--- src/rtl/heap_array_reader.sv ---
// heap_array_reader
//
// Streams one array out of a heap memory. A request (start + array number)
// first reads the array length from a size table, then reads the array's
// heap words one at a time and presents each on a valid/ready output port.
//
// Handshake: an element transfers on a rising clock edge where outValid and
// outReady are both high. While outValid is high, outData and outLast stay
// stable until that edge. outValid never depends combinationally on
// outReady.
//
// Both memories have one cycle of read latency. sizeData must be valid in
// the cycle after sizeRead. heapData must be valid in the cycle after
// heapRead.
//
// Optional feature: define HEAP_READER_BOUNDS_CHECK_EN to enable bounds
// checking. In that build, a request with array >= NArrays or
// sizeData > NArea sets a sticky error and finishes without output. In the
// default build, error is tied low and the length is clamped to NArea.
//
// Ports
//   clock, reset             single clock; asynchronous active-high reset
//   start, array             request; sampled only when idle
//   sizeRead, sizeIndex      size-table read strobe and index
//   sizeData                 size-table read data
//   heapRead, heapAddr       heap read strobe and address (NArea*array + i)
//   heapData                 heap read data
//   outValid/outReady        element handshake
//   outData/outLast          element value and final-element flag
//   busy, done, error        status: not idle, one-cycle completion pulse,
//                            sticky bounds error
//   dbg_state                current FSM state
//   dbg_array_oob            captured array number is >= NArrays
module heap_array_reader #(
  parameter int MemoryElementWidth = 12,
  parameter int NArea              = 10,
  parameter int NArrays            = 2
) (
  input  logic                          clock,
  input  logic                          reset,
  input  logic                          start,
  input  logic [MemoryElementWidth-1:0] array,
  output logic                          sizeRead,
  output logic [MemoryElementWidth-1:0] sizeIndex,
  input  logic [MemoryElementWidth-1:0] sizeData,
  output logic                          heapRead,
  output logic [MemoryElementWidth-1:0] heapAddr,
  input  logic [MemoryElementWidth-1:0] heapData,
  output logic                          outValid,
  input  logic                          outReady,
  output logic [MemoryElementWidth-1:0] outData,
  output logic                          outLast,
  output logic                          busy,
  output logic                          done,
  output logic                          error,
  output logic [2:0]                    dbg_state,
  output logic                          dbg_array_oob
);

  localparam int W = MemoryElementWidth;

  localparam logic [2:0] S_IDLE     = 3'd0;
  localparam logic [2:0] S_SIZE     = 3'd1;
  localparam logic [2:0] S_SIZEWAIT = 3'd2;
  localparam logic [2:0] S_READ     = 3'd3;
  localparam logic [2:0] S_WAIT     = 3'd4;
  localparam logic [2:0] S_PRESENT  = 3'd5;
  localparam logic [2:0] S_DONE     = 3'd6;

  localparam logic [W-1:0] NAREA_W   = W'(NArea);
  localparam logic [W-1:0] NARRAYS_W = W'(NArrays);

  logic [2:0]   state_q, state_d;
  logic [W-1:0] array_q, array_d;
  logic [W-1:0] i_q, i_d;
  logic [W-1:0] len_q, len_d;
  logic [W-1:0] out_data_q, out_data_d;

  logic [W-1:0] i_next;
  logic         last_elem;

  assign i_next    = i_q + W'(1);
  assign last_elem = (i_next == len_q);

`ifdef HEAP_READER_BOUNDS_CHECK_EN
  logic error_q, error_d;
`else
  logic [W-1:0] size_clamped;
  assign size_clamped = (sizeData > NAREA_W) ? NAREA_W : sizeData;
`endif

  always_comb begin
    state_d    = state_q;
    array_d    = array_q;
    i_d        = i_q;
    len_d      = len_q;
    out_data_d = out_data_q;
`ifdef HEAP_READER_BOUNDS_CHECK_EN
    error_d    = error_q;
`endif
    case (state_q)
      S_IDLE: begin
        if (start) begin
          array_d = array;
          i_d     = '0;
          state_d = S_SIZE;
        end
      end
      S_SIZE: state_d = S_SIZEWAIT;
      S_SIZEWAIT: begin
`ifdef HEAP_READER_BOUNDS_CHECK_EN
        if (dbg_array_oob || (sizeData > NAREA_W)) begin
          error_d = 1'b1;
          len_d   = '0;
          state_d = S_DONE;
        end else begin
          len_d   = sizeData;
          state_d = (sizeData == '0) ? S_DONE : S_READ;
        end
`else
        len_d   = size_clamped;
        state_d = (size_clamped == '0) ? S_DONE : S_READ;
`endif
      end
      S_READ: state_d = S_WAIT;
      S_WAIT: begin
        out_data_d = heapData;
        state_d    = S_PRESENT;
      end
      S_PRESENT: begin
        if (outReady) begin
          i_d     = i_next;
          state_d = last_elem ? S_DONE : S_READ;
        end
      end
      S_DONE:  state_d = S_IDLE;
      default: state_d = S_IDLE;
    endcase
  end

  always_ff @(posedge clock or posedge reset) begin
    if (reset) begin
      state_q    <= S_IDLE;
      array_q    <= '0;
      i_q        <= '0;
      len_q      <= '0;
      out_data_q <= '0;
    end else begin
      state_q    <= state_d;
      array_q    <= array_d;
      i_q        <= i_d;
      len_q      <= len_d;
      out_data_q <= out_data_d;
    end
  end

`ifdef HEAP_READER_BOUNDS_CHECK_EN
  // Sticky until reset.
  always_ff @(posedge clock or posedge reset) begin
    if (reset) error_q <= 1'b0;
    else       error_q <= error_d;
  end
  assign error = error_q;
`else
  assign error = 1'b0;
`endif

  // Strobes and status are decoded from the state register. As a result,
  // reset clears them at once, and sizeRead and heapRead are mutually
  // exclusive by construction.
  assign sizeRead      = (state_q == S_SIZE);
  assign heapRead      = (state_q == S_READ);
  assign outValid      = (state_q == S_PRESENT);
  assign outLast       = outValid && last_elem;
  assign busy          = (state_q != S_IDLE);
  assign done          = (state_q == S_DONE);
  assign outData       = out_data_q;
  assign sizeIndex     = array_q;
  // The address is computed at W bits, so it wraps on overflow.
  assign heapAddr      = NAREA_W * array_q + i_q;
  assign dbg_state     = state_q;
  assign dbg_array_oob = (array_q >= NARRAYS_W);

endmodule
--- config.mk ---
export PLATFORM = sky130hd
export DESIGN_NAME = heap_array_reader
export DESIGN_NICKNAME = d
export VERILOG_FILES = /design/src/rtl/heap_array_reader.sv
export SDC_FILE = /design/constraint.sdc
export NUM_CORES = 1
export LEC_CHECK = 0
export ABC_AREA = 1
export BUFFER_PORTS_ARGS = -buffer_cell sky130_fd_sc_hd__clkbuf_2
export CAP_MARGIN = 10
export CORE_UTILIZATION = 54
export CTS_CLUSTER_DIAMETER = 150
export DETAILED_ROUTE_END_ITERATION = 6
export GPL_TIMING_DRIVEN = 0
export PLACE_DENSITY_LB_ADDON = 0.25
export SYNTH_ARGS = -nofsm -noshare
export SYNTH_HDL_FRONTEND = slang
export SYNTH_SLANG_ARGS = --single-unit
--- constraint.sdc ---
create_clock -name clock -period 3.9 [get_ports clock]
set_input_delay 0.78 -clock clock [delete_from_list [all_inputs] [get_ports clock]]
set_output_delay 0.78 -clock clock [all_outputs]
set_load 0.05 [all_outputs]
After elaboration in Yosys (flattened, before gate mapping)
Cells that the tools add are included.
Word-level totals
  bits of input ports: 40
  output and inout port bits: 47
  bits in registers: 51
  logic and storage cells: 36
Operators by class
  equality and inequality tests: 9
  $add $sub $neg: 2
  reduce and logical (&&, ||, !) cells: 8
  multiplexer cells: 9
  multiply operators: 1
  magnitude comparators: 2
Operators by type and width (number)
  12-bit 2-to-1 mux: 3
  12-bit one-hot mux with 2 select lines: 1
  3-bit one-hot mux with 6 select lines: 1
  12-bit by 1-bit adder with 12-bit output, second input constant: 1
  12-bit adder: 1
  12-bit equality test: 1
  12-bit by 2-bit >= comparator with 1-bit output, second input constant: 1
  12-bit by 4-bit greater-than comparator with 1-bit output, second input constant: 1
  12-bit zero test: 1
  3-bit by 12-bit multiplier with 11-bit output, first input constant: 1
  3-bit 2-to-1 mux: 4
  3-bit equality test, second input constant: 3
  3-bit by 2-bit equality test with 1-bit output, second input constant: 2
  2-bit AND reduction: 2
  3-bit by 1-bit equality test with 1-bit output, second input constant: 1
  3-bit zero test: 1
  3-bit AND reduction: 1
  3-bit nonzero test: 1
  2-bit by 1-bit inequality test with 1-bit output, second input constant: 1
  2-bit inequality test, second input constant: 1
  2-bit nonzero test: 1
  1-bit logical AND: 1

Logic depth before layout (Yosys ltp)
Gate-level depths: netlist of run 1.
  depth after elaboration: 5
  gate-level depth with buffers: 15
  gate-level depth less buffers: 15

Worst setup path before layout of run 1
OpenSTA, ideal clock, no wires.
  path kind: reg-to-output
  start: register array_q[3], in the netlist sizeIndex[3]
  end: output heapAddr[11]
  arrival: 3563 ps
  path slack: -443 ps
  required time: 3120 ps
  stages on the path, launching flop included: 16
  buffers on the path: 0
  cell sequence: dfrtp_1 -> ha_1 -> ha_1 -> fa_1 -> nand3_1 -> nand2_1 -> nand2_1 -> nand2_1 -> a21oi_1 -> xnor2_1 -> ha_1 -> nand2_1 -> nor2_1 -> nand3b_1 -> o2111ai_1 -> xnor2_1
On the way
  word-level cells in the longest chain between the ends: 2
Ends and longest elaborated chain
  start, declared: RTL line 74  | logic [W-1:0] array_q, array_d;
  start signal, assigned: RTL line 150  | array_q <= array_d;
  3-bit by 12-bit multiplier with 11-bit output: RTL line 180  | assign heapAddr = NAREA_W * array_q + i_q;
  12-bit adder: RTL line 180
  end, declared: RTL line 47  | output logic [MemoryElementWidth-1:0] heapAddr,
No other way between the ends.

Final worst setup path of run 1
Same ends and word-level chain as after synthesis.

==> flow_metrics.env, run 1 <==
export IMPL_outcome="complete, but fails checks"
export IMPL_violations="setup timing"
export IMPL_timing_final_crit_share_pct=101
export IMPL_synth_seq_cells=51
export IMPL_clkLatencyLatePin_ps=310
export IMPL_area_growth_pct=27.7
export IMPL_grt_max_degree=37
export IMPL_slowest_stage="dfrtp_2"
export IMPL_path_cells="ha_4 > ha_4 > fa_2 > nand3_2 > nand2_1 > nand2_1 > nand2_1 > a21oi_2 > xnor2_1 > ha_2 > nand2_2 > nor2_2 > nand3b_1 > o2111ai_2 > xnor2_2 > buf_8"
export IMPL_worst_path_max_fanout=3
export IMPL_synth_area_top_cells="dfrtp_1 (36%), nand2_1 (15%), ha_1 (9.2%)"
export IMPL_io_pin_count=87
export IMPL_r2r_cells=15
export IMPL_final_net_count=635
export IMPL_yosysMostFrequentCell="nand2_1"
export IMPL_relSlewSlack_pct=64.9
export IMPL_num_rows=29
export IMPL_grtUsageMet2_pct=44.6
export IMPL_place_gp_congestion=0.907
export IMPL_dp_hpwl_mm=6.27
export IMPL_htreeDepth=2
export IMPL_final_util_pct=71.3
export IMPL_start_util_pct=55.8
export IMPL_fillers=465
export IMPL_cp_end_kind="output port"
export IMPL_numCtsBuffers=5
export IMPL_timing_fmax_ghz=0.253
export IMPL_track_usage_pct=26.3
export IMPL_overflow=0
export IMPL_layout_min_cycle_time_ps=3950
export IMPL_cp_start_kind="flop"
export IMPL_clk_pin_slew_ps=100
export IMPL_hold_path_class="input pin to asynchronous set/reset pin"
export IMPL_hold_viol=0
export IMPL_synth_xor_area_share_pct=3.95
export IMPL_finalSetupViolations=1
export IMPL_coreArea_um2=6350
export IMPL_die_h_um=83.0
export IMPL_ys_seq_area_share_pct=36.0
export IMPL_synth_simple_area_share_pct=29.8
export IMPL_die_area_um2=6890
export IMPL_synth_ff_type="dfrtp_1"
export IMPL_drc=0
export IMPL_cts_tree="yes"
export IMPL_grt_pass1_wl_mm=15.0
export IMPL_synth_commonest_cells="nand2_1 (141), inv_1 (56), dfrtp_1 (51)"
export IMPL_drive_above_1_share_pct=33.1
export IMPL_grt_use_met3_pct=4.17
export IMPL_post_dp_cell_area_um2=4130
export IMPL_drtIter0Drc=288
export IMPL_synthesis_nets=530
export IMPL_yosysWarningCount=0
export IMPL_path_class="flop to output port"
export IMPL_yosys_area_top_type="dfrtp_1"
export IMPL_path_buf_inv=1
export IMPL_syn_avg_cell_area_um2=7.67
export IMPL_stdcell_area_um2=4530
export IMPL_rsz0062_at_grt="true"
export IMPL_setup_ws_ps=-50.1
export IMPL_synth_top_family_by_area="simple AND/OR/NAND/NOR gates"
export IMPL_cts_root_buf="clkbuf_8"
export IMPL_arrival_ps=3170
export IMPL_wl_mm=8.88
export IMPL_die_width_um=83.0
export IMPL_post_drt_wl_per_cell_um=13.8
export IMPL_setup_tns_ps=-50.1
export IMPL_cts_max_path_buffers=2
export IMPL_antenna_cells=0
export IMPL_finalClockSkew_ps=4.33
export IMPL_vias=3412
export IMPL_synth_cells=462
export IMPL_cts_sinks=51
export IMPL_crit_path_max_incr_delay_ps=470
export IMPL_tightest_slew_ps=527
export IMPL_crit_required_ps=3120
export IMPL_synth_compound_area_share_pct=8.26
export IMPL_viasPerCell=5.29
export IMPL_grt_pass1_vias=3355
export IMPL_synthesis_area_um2=3540
export IMPL_hold_ws_ps=420
export IMPL_synth_edff_count=0
export IMPL_synth_distinct_cells=35
export IMPL_antenna_found_initial=0
export IMPL_synth_mux_area_fraction_pct=3.49
export IMPL_path_delay_family="adder cells"
export IMPL_maxSlewViolCount=0
export IMPL_dr_pass1_iters=7
export IMPL_synth_top_area_share_pct=36.0
export IMPL_postRouteAntennaNets=0
export IMPL_use_met1_pct=34.8
export IMPL_io_buffers=85
export IMPL_cap_violations=0
export IMPL_synthArstFlopShare_pct=100
export IMPL_busiest_layer="met2"
export IMPL_cp_depth=16
export IMPL_synthAdderAreaFrac_pct=10.3
export IMPL_crit_top_cell="nand2_1"
state kept, by name, indices dropped and copies added (netlist names):
| register | cells |
|---|---|
| dbg_state | 3 |
| i_q | 12 |
| len_q | 12 |
| outData | 12 |
| sizeIndex | 12 |
stage by stage:
step	cells	worst slack, ps
2_1_floorplan	462	-103
3_3_place_gp	624	-77.3
3_5_place_dp	625	-115
4_1_cts	642	-27.6
5_1_grt	645	-164
6_report	645	-50.1
logic make-up after synthesis:
kind of cell | count (synthesis)
compound gates | 44
xor+xnor | 16
fa+ha+maj | 28
buf+inv | 70
flops | 51
mux | 11
other cells | 1
simple gates | 241
area by class of cell:
| cell class | count | area [µm²] | area share (%) |
|---|---|---|---|
| clock inverter | 3 | 18.8 | 0.415 |
| tap | 77 | 96.3 | 2.13 |
| inverter | 62 | 233 | 5.14 |
| clock buffer | 5 | 68.8 | 1.52 |
| multi-input combinational | 341 | 2210 | 48.9 |
| timing repair buffer | 98 | 561 | 12.4 |
| sequential | 51 | 1280 | 28.3 |
| buffer | 8 | 53.8 | 1.19 |
per-layer routing:
layer / share of wire (%) / vias up
met1: 45 / 1584
li1: - / 1687
met2: 48 / 119
met3: 5.2 / 22
met4: 2.3 / 0
met5: 0 / -
what timing repair did:
action | in CTS | in global routing
hold buffers | 0 | 0
buffers inserted | 9 | 3
resized for setup | 27 | 18
pin swaps | 13 | 5
endpoints found under the setup margin | 3 | 4
worst reg2reg max path, stage by stage (launching register included):
cell,delay (ps)
dfrtp_1,460
ha_1,230
nand2_1,140
inv_1,110
nand2_1,90
nand2_1,60
nand3_1,70
nand2_1,60
nor2_1,120
nand2_1,100
nor2_2,120
nand2_1,60
nand2_1,50
nand2_1,50
nand2_1,50
nand2_1,50
final timing paths:
path,start,end,slack (ps)
setup / recovery,sizeIndex[3],heapAddr[11],-50
hold / removal,reset,outData[10],420
setup reg to reg,i_q[1],dbg_state[0],1990
hold reg to reg,outData[5],outData[5],490
max in group asynchronous,reset,sizeIndex[2],2950
min in group clock,outData[5],outData[5],490
cell usage in the layout, fill, tap and decap left out, types with 2 or more instances in the layout:
cell | netlist | final
dfrtp_1 | 51 | 46
inv_2 | 6 | 7
a21oi_2 | 0 | 5
xor2_1 | 7 | 5
nor4_1 | 2 | 2
inv_1 | 56 | 55
dfrtp_2 | 0 | 5
a21oi_1 | 17 | 12
clkbuf_8 | 0 | 5
buf_4 | 2 | 14
nand2_2 | 3 | 7
mux2_2 | 11 | 11
nor2_2 | 5 | 6
o22ai_2 | 4 | 4
nand3_2 | 2 | 4
nand2_1 | 141 | 137
ha_1 | 26 | 16
clkbuf_1 | 3 | 3
nand3b_1 | 4 | 4
clkinv_2 | 0 | 2
nor2_4 | 4 | 4
clkbuf_4 | 0 | 2
o21ai_0 | 9 | 7
clkbuf_2 | 0 | 81
buf_8 | 0 | 2
nor3_1 | 5 | 4
ha_4 | 0 | 9
o21ai_1 | 1 | 2
nor2_1 | 31 | 30
o21ai_2 | 6 | 7
nand4_1 | 6 | 6
buf_6 | 2 | 2
nand3_1 | 38 | 36
xnor2_1 | 9 | 8
Power of run 1 is not shown: default switching activity piles up to over one toggle a cycle in this logic, so the estimate is an artifact.
==> run 2, diff against run 1 <==
- ABC_AREA: 1 -> not set
- CORE_UTILIZATION: 54 -> 53
==> run 2 against run 1 <==
Net effect:
- the flow still finishes with violations (setup timing)
- core utilization fell by 1.3 points
- fmax is 2.7% lower
- non-clock buffer count rose by 3
- worst hold slack gained 53 ps
- wire length decreased by 14%
- flip-flop and latch count is the same
- final cell count fell by 20%
- clock-buffer cell count unchanged
- area after synthesis is 6.5% lower
- via count down 17%
- global-route usage decreased by 2.1 points
- first-iteration DRC count decreased by 68%
==> flow_metrics.env, run 2 <==
export IMPL_outcome="complete, but fails checks"
export IMPL_violations="setup timing"
export IMPL_clkLatencyLatePin_ps=310
export IMPL_slowest_stage="dfrtp_2"
export IMPL_drtIter0Drc=91
export IMPL_syn_avg_cell_area_um2=9.89
export IMPL_io_pin_count=87
export IMPL_wl_mm=7.62
export IMPL_finalSetupViolations=2
export IMPL_grt_pass1_vias=2610
export IMPL_grt_pass1_wl_mm=12.2
export IMPL_synth_ff_type="dfrtp_1"
export IMPL_post_drt_wl_per_cell_um=14.8
export IMPL_crit_required_ps=3120
export IMPL_yosys_area_top_type="dfrtp_1"
export IMPL_crit_path_max_incr_delay_ps=450
export IMPL_synth_mux_area_fraction_pct=7.81
export IMPL_rsz0062_at_grt="true"
export IMPL_die_area_um2=6570
export IMPL_layout_commonest_cell="clkbuf_2"
export IMPL_synth_commonest_cells="dfrtp_1 (51), ha_1 (26), mux2_2 (23)"
export IMPL_layout_min_cycle_time_ps=4060
export IMPL_track_usage_pct=24.2
export IMPL_ys_seq_area_share_pct=38.5
export IMPL_postRouteAntennaNets=0
export IMPL_cts_root_buf="clkbuf_8"
export IMPL_synth_area_top_cells="dfrtp_1 (39%), ha_1 (9.8%), mux2_2 (7.8%)"
export IMPL_synthAdderAreaFrac_pct=11.0
export IMPL_cp_end_kind="output port"
export IMPL_synthesis_nets=403
export IMPL_yosysWarningCount=0
export IMPL_numCtsBuffers=5
export IMPL_tightest_slew_ps=604
export IMPL_dr_pass1_iters=4
export IMPL_synth_seq_cells=51
export IMPL_hold_path_class="input pin to asynchronous set/reset pin"
export IMPL_io_buffers=85
export IMPL_drive_above_1_share_pct=37.4
export IMPL_area_growth_pct=26.6
export IMPL_cp_start_kind="flop"
export IMPL_hold_viol=0
export IMPL_die_h_um=81.1
export IMPL_maxSlewViolCount=0
export IMPL_num_rows=28
export IMPL_setup_ws_ps=-158
export IMPL_synth_distinct_cells=48
export IMPL_coreArea_um2=5990
export IMPL_synth_edff_count=0
export IMPL_final_net_count=505
export IMPL_place_gp_congestion=0.821
export IMPL_relSlewSlack_pct=59.7
export IMPL_synthesis_area_um2=3310
export IMPL_synth_top_family_by_area="simple AND/OR/NAND/NOR gates"
export IMPL_final_cell_mix="clkbuf_2 (81), dfrtp_1 (46), mux2_2 (23)"
export IMPL_timing_fmax_ghz=0.246
export IMPL_yosysMostFrequentCell="dfrtp_1"
export IMPL_final_util_pct=70.0
export IMPL_die_width_um=81.1
export IMPL_finalClockSkew_ps=6.39
export IMPL_synth_top_area_share_pct=38.5
export IMPL_grt_max_degree=30
export IMPL_path_class="flop to output port"
export IMPL_path_cells="ha_4 > ha_4 > fa_2 > a21o_1 > a21oi_2 > o21bai_1 > a21oi_2 > xnor2_1 > ha_1 > a21o_1 > a31oi_2 > xnor2_2 > buf_8"
export IMPL_synth_cells=335
export IMPL_synth_xor_area_share_pct=8.19
export IMPL_synth_simple_area_share_pct=17.3
export IMPL_clk_pin_slew_ps=100
export IMPL_worst_path_max_fanout=3
export IMPL_arrival_ps=3280
export IMPL_synth_compound_area_share_pct=14.4
export IMPL_viasPerCell=5.55
export IMPL_cts_tree="yes"
export IMPL_drc=0
export IMPL_cts_max_path_buffers=2
export IMPL_vias=2849
export IMPL_start_util_pct=55.3
export IMPL_antenna_found_initial=0
export IMPL_cap_violations=0
export IMPL_timing_final_crit_share_pct=104
export IMPL_dp_hpwl_mm=5.56
export IMPL_htreeDepth=2
export IMPL_overflow=0
export IMPL_antenna_cells=0
export IMPL_synthArstFlopShare_pct=100
export IMPL_cts_sinks=51
## run 2: changes by cell type after synthesis, moves of 9 or more
cell / change
nand2_1: -122
inv_1: -48
nand3_1: -30
and2_1: +15
o21ai_0: +13
xnor2_1: +13
mux2_2: +12
nor2_1: -11
clkbuf_1: +9
## run 2: cell families (layout without fill, tap and decap cells)
kind of cell | after synthesis | after routing
multiplexers | 23 | 23
AND/OR/NAND/NOR | 104 | 104
other | 1 | 1
AO/OA/AOI/OAI | 75 | 75
XOR/XNOR | 31 | 31
adder cells (fa/ha/maj) | 28 | 28
buffers and inverters | 22 | 125
flip-flops | 51 | 51
## run 2: stage by stage
step | worst slack [ps] | hold WS (ps) | area (µm²) | instances | setup TNS, ps
finish | -158 | 474 | 4200 | 513 | -259
global route | -290 | 508 | 4200 | 513 | -558
CTS | -110 | 493 | 4120 | 510 | -207
detailed placement | -110 | 494 | 3900 | 496 | -171
global placement | -84.1 | 487 | 3880 | 495 | -84.1
floorplan | 16.4 | 465 | 3360 | 335 | 0
## run 2: final timing paths
check                              from  slack (ps)            to  cells after the start
hold reg to reg              outData[3]         510    outData[3]                      1
hold / removal                    reset         470  sizeIndex[8]                      2
setup / recovery           sizeIndex[1]        -160  heapAddr[11]                     13
setup reg to reg           dbg_state[0]        1420  sizeIndex[2]                      5
max in group asynchronous         reset        2890      len_q[4]                      3
min in group clock           outData[3]         510    outData[3]                      1
## run 2: per-layer routing
layer	share of wire, %	track usage, %	vias up
met3	3.8	3.82	13
met5	0	0	-
met1	45	32.2	1344
met4	1.8	8.04	0
met2	50	40.3	82
li1	-	-	1410
## run 2: what timing repair did
item | in CTS | in global routing
setup endpoints to repair | 4 | 5
hold buffers | 0 | 0
gates resized for setup | 14 | 14
buffers inserted | 6 | 3
pin swaps | 12 | 2
## run 2: critical path, delay by kind of cell, from the launching register on
family / cells / cell delay, ps
buffers and inverters: 1 / 160
adder cells (fa/ha/maj): 4 / 1070
flip-flops: 1 / 450
AO/OA/AOI/OAI: 6 / 1000
XOR/XNOR: 2 / 290
## run 2: final cells by class
type	count	area (µm²)
Multi-Input combinational cell	262	2100
Clock inverter	3	20.0
Timing Repair Buffer	95	539
Tap cell	75	93.8
Fill cell	454	1800
Inverter	8	30.0
Clock buffer	5	68.8
Buffer	14	60.1
Sequential cell	51	1280
Power of run 2 is left out for the same reason.
